[config.mk]
export PLATFORM = sky130hd
export DESIGN_NAME = serial_parity_acc
export DESIGN_NICKNAME = d
export VERILOG_FILES = /design/src/rtl/serial_parity_acc.sv
export SDC_FILE = /design/constraint.sdc
export NUM_CORES = 1
export LEC_CHECK = 0
export CORE_AREA = 2 2 43 45
export CTS_CLUSTER_DIAMETER = 50
export DETAILED_ROUTE_END_ITERATION = 10
export DIE_AREA = 0 0 45 47
export DONT_BUFFER_PORTS = 1
export PLACE_DENSITY_LB_ADDON = 0.05
export SYNTH_ARGS = -nofsm -noshare
export SYNTH_HDL_FRONTEND = slang
export SYNTH_SLANG_ARGS = --single-unit
[constraint.sdc]
create_clock -name clk -period 2.9 [get_ports clk]
set_input_delay 0.435 -clock clk [delete_from_list [all_inputs] [get_ports clk]]
set_output_delay 0.435 -clock clk [all_outputs]
set_load 0.02 [all_outputs]
[src/rtl/serial_parity_acc.sv]
// serial_parity_acc: bit-serial parity accumulator built around a NAND-only
// two-input XOR stage. Each accepted bit is XORed with the running parity.
// After FRAME_LEN accepted bits, the frame result is presented on a
// valid/ready output port.
// Optional build macro: SERIAL_PARITY_ODD_EN.
// - Defined: the frame result is odd parity.
// - Undefined: the frame result is even parity.

// Two-input XOR made only from NAND gates.
// This is the same primitive used by the upstream XOR stage.
module NandXor (
  input  logic a_i,
  input  logic b_i,
  output logic y_o
);

  logic nandAb;
  logic nandA;
  logic nandB;

  assign nandAb = ~(a_i & b_i);
  assign nandA  = ~(a_i & nandAb);
  assign nandB  = ~(b_i & nandAb);
  assign y_o    = ~(nandA & nandB);

endmodule

module serial_parity_acc #(
  parameter int FRAME_LEN = 8,
  parameter int CNT_W     = 8
) (
  input  logic             clk,
  input  logic             rst_n,
  input  logic             clear,
  input  logic             in_valid,
  input  logic             in_bit,
  output logic             in_ready,
  output logic             out_valid,
  output logic             out_parity,
  input  logic             out_ready,
  output logic [CNT_W-1:0] bit_count
);

  typedef enum logic {
    ACCUM = 1'b0,
    HOLD  = 1'b1
  } state_e;

  // Index of the final bit of a frame.
  // When this bit is accepted, the frame result is produced.
  localparam logic [CNT_W-1:0] LastIdx = CNT_W'(FRAME_LEN - 1);

`ifdef SERIAL_PARITY_ODD_EN
  localparam logic ParityInvert = 1'b1;
`else
  localparam logic ParityInvert = 1'b0;
`endif

  state_e           state_q;
  state_e           state_d;
  logic             acc_q;
  logic             acc_d;
  logic [CNT_W-1:0] cnt_q;
  logic [CNT_W-1:0] cnt_d;
  logic             parity_q;
  logic             parity_d;
  logic             xorBit;
  logic             accept;

  NandXor u_xor (
    .a_i (acc_q),
    .b_i (in_bit),
    .y_o (xorBit)
  );

  assign in_ready   = (state_q == ACCUM) && !clear;
  assign accept     = in_valid && in_ready;
  assign out_valid  = (state_q == HOLD);
  assign out_parity = parity_q;
  assign bit_count  = cnt_q;

  // Next-state logic.
  // clear overrides accepting a bit and overrides handing off a result.
  // A result may leave only through an output transfer or a clear.
  always_comb begin
    state_d  = state_q;
    acc_d    = acc_q;
    cnt_d    = cnt_q;
    parity_d = parity_q;
    if (clear) begin
      state_d = ACCUM;
      acc_d   = 1'b0;
      cnt_d   = '0;
      if (state_q == HOLD) begin
        parity_d = 1'b0;
      end
    end else if (state_q == ACCUM) begin
      if (accept) begin
        if (cnt_q == LastIdx) begin
          parity_d = xorBit ^ ParityInvert;
          acc_d    = 1'b0;
          cnt_d    = '0;
          state_d  = HOLD;
        end else begin
          acc_d = xorBit;
          cnt_d = cnt_q + CNT_W'(1);
        end
      end
    end else begin
      if (out_ready) begin
        state_d = ACCUM;
      end
    end
  end

  // State register.
  // Reset is asynchronous and drops any partial frame or pending result.
  always_ff @(posedge clk or negedge rst_n) begin
    if (!rst_n) begin
      state_q  <= ACCUM;
      acc_q    <= 1'b0;
      cnt_q    <= '0;
      parity_q <= 1'b0;
    end else begin
      state_q  <= state_d;
      acc_q    <= acc_d;
      cnt_q    <= cnt_d;
      parity_q <= parity_d;
    end
  end

endmodule

==> metrics <==
status complete, no violations; port bufs 0; vias in the first global route approximately 430; largest net degree at the start of global routing 15; Reg power frac 56.9%; fin area about 670 sq um; GR Util All Layers 14.6%; drt pass-1 iters 4; RSZ-0062 raised after global routing no; critical path buffer and inverter count 0; IO Count 17; Worst Hold Class in2reg; synthesized instance count 63; sw frac 24.6%; syn avg cell area 9.81 sq um; crit path max fanout 5; Clk network pwr share a little over a third; final WL roughly 1300 um; combinational power share 7.0%; CTS Sinks 11; sequential share of the synthesized area between 40% and 50%; switching power just over 0.07 mW; Final min period between 1.5 and 2 ns; Worst VDD drop about 230 uV; fill count 167; Ant. Diodes 0; overall die width around 45 um; crit path DAT a little over 2 ns; Core ar. between 0.0015 and 0.002 sq mm; # DRC 0; hold slack final 0.226 ns; worst slew pin tran ~0.50 ns; slowest CP cell dfrtp_1; clock insertion delay at the later pin of the skew report approximately 0.26 ns; most common cell after layout, fill and taps aside dfrtp_1; clock root buffer clkbuf_4; pre-CTS setup slack around 1.1 ns; layout cells sized above 1 about 16%; fin nets 76; Worst-path clk slew ~0.070 ns; Crit path max-delay family simple AND/OR/NAND/NOR gates; Net Count, Synth between 70 and 80; Area Growth Syn to Fin 8.70%; H-tree levels 1; final-report hold violation count 0; first-pass GRT wire length approximately 2200 um; die area around 0.0021 sq mm; HPWL after detailed placement around 960 um; Slew headroom 66.3%; # setup viols final 0; Cell Pwr Density between 400 and 500 mW/mm^2; Starting DRT DRC Count 7; area occupied by multi-input gates roughly 340 sq um; Peak Freq around 0.54 GHz; GPL Wtd Cong about 0.82; Final WS setup around 1.1 ns; CTS tree built; total gr overflow 0; Synth Register Bits 11; element type at the critical path start register; Placed Area ~640 sq um; static leakage approximately 0.27 nW; critical path cell sequence ha_1 -> nor4b_2 -> a31o_2 -> or3_2 -> a21oi_1; vias per inst ~5.6; row count 15; Slew Viols, Final 0; effective utilization at floorplan 37.4%; Antenna Nets Post-Route 0; Int Pwr roughly 0.22 mW; initial antenna violation count 0; Die Span Y roughly 47 um; Pwr Total between 0.2 and 0.3 mW; most frequent cells in the layout dfrtp_1, nor2_1, nand2_1; Synth cell types 27; MaxCap Viol Count 0; Worst EP required roughly 3 ns; WL per Instance approximately 16 um; Seq. cell area approximately 280 sq um; slowest stage delay, CP around 0.50 ns; Setup CP Type reg2reg; Setup Skew 0.00149 ns; CTS max path bufs 2; Post-Syn Area approximately 600 sq um; Inserted Clock Buffers 3; setup_tns 0 ns; crit path capture type register; Period Utilization, post-route 63.4%; yosys warns 0; via count 474
==> Yosys cell counts <==
library cell / count / area [sq um]
dfrtp_1: 11 / 275
nor2_1: 8 / 30.0
nand2_1: 6 / 22.5
a21oi_1: 4 / 20.0
o21ai_0: 4 / 20.0
xor2_1: 4 / 35.0
ha_1: 2 / 25.0
mux2_2: 2 / 22.5
nand3_1: 2 / 10.0
nand4_1: 2 / 12.5
nor2b_1: 2 / 12.5
a31o_2: 1 / 8.76
a31oi_1: 1 / 6.26
and3_2: 1 / 7.51
clkbuf_1: 1 / 3.75
nand2b_1: 1 / 6.26
nand2b_4: 1 / 13.8
nand3_2: 1 / 10.0
nand4b_1: 1 / 8.76
nor3_1: 1 / 5.00
nor4b_2: 1 / 15.0
o221ai_1: 1 / 8.76
or2_0: 1 / 6.26
or3_2: 1 / 7.51
or3b_1: 1 / 8.76
or4_1: 1 / 7.51
xnor2_1: 1 / 8.76
==> worst register-to-register path: stages, from the launching register on <==
cell	delay, ns
dfrtp_1	0.50
ha_1	0.27
nor4b_2	0.18
a31o_2	0.28
or3_2	0.41
a21oi_1	0.13
==> layout make-up <==
type                    count  area share [%]
clock buffers               4            3.91
multi-input cells          51            50.5
flip-flops and latches     11            41.0
well taps                  17            3.17
repair buffers              1            1.49
==> path summary, 6_finish.rpt <==
path                       cells past startpoint           end         start  slack, ns
max reg2reg                                    5  bit_count[3]  bit_count[0]       1.06
max                                            5  bit_count[3]  bit_count[0]       1.06
min reg2reg                                    2         acc_q         acc_q       0.57
min in group asynchronous                      1  bit_count[5]         rst_n       0.57
max in group asynchronous                      1  bit_count[1]         rst_n       1.99
min                                            1  bit_count[3]         clear       0.23
==> routing by layer <==
layer | wire, um | global-route usage (%) | vias to the layer above
met2 | 598 | 20.6 | 12
met4 | 6 | 5.29 | 0
met1 | 646 | 20.7 | 224
met5 | 0 | 0 | -
met3 | 75 | 5.00 | 2
li1 | - | - | 236
==> sequential cells by signal, indices dropped and copies added, names as in the netlist <==
register	flops
bit_count	8
acc_q	1
out_parity	1
out_valid	1
==> power groups by stage <==
stage	sequential, mW	clock (mW)	combinational (mW)
final	0.165	0.105	0.0203
after CTS	0.165	0.109	0.0211
after global placement	0.168	0	0.0167
after detailed placement	0.168	0	0.0166
after floorplan	0.167	0	0.0156
after global routing	0.166	0.123	0.0233
==> logic make-up (layout without fill, tap and decap cells) <==
logic type / count (synthesis) / after routing / synth area share (%)
flops: 11 / 11 / 44.5
compound gates: 11 / 11 / 10.3
buf+inv: 1 / 5 / 0.607
xor+xnor: 5 / 5 / 7.08
simple gates: 31 / 31 / 29.8
mux: 2 / 2 / 3.64
fa+ha+maj: 2 / 2 / 4.05
==> metrics by stage <==
stage	std cells	util, %
6_report	84	40.7
5_1_grt	84	40.7
4_1_cts	84	40.7
3_5_place_dp	79	38.5
3_3_place_gp	79	38.5
2_1_floorplan	63	-
==> what timing repair did <==
| action | 4_1_cts | 5_1_grt |
|---|---|---|
| endpoints found under the hold margin | 11 | 0 |
| gates resized for setup | 0 | 0 |
| hold buffers | 1 | 0 |
| setup buffers | 0 | 0 |
(Power assumes the default switching activity.)
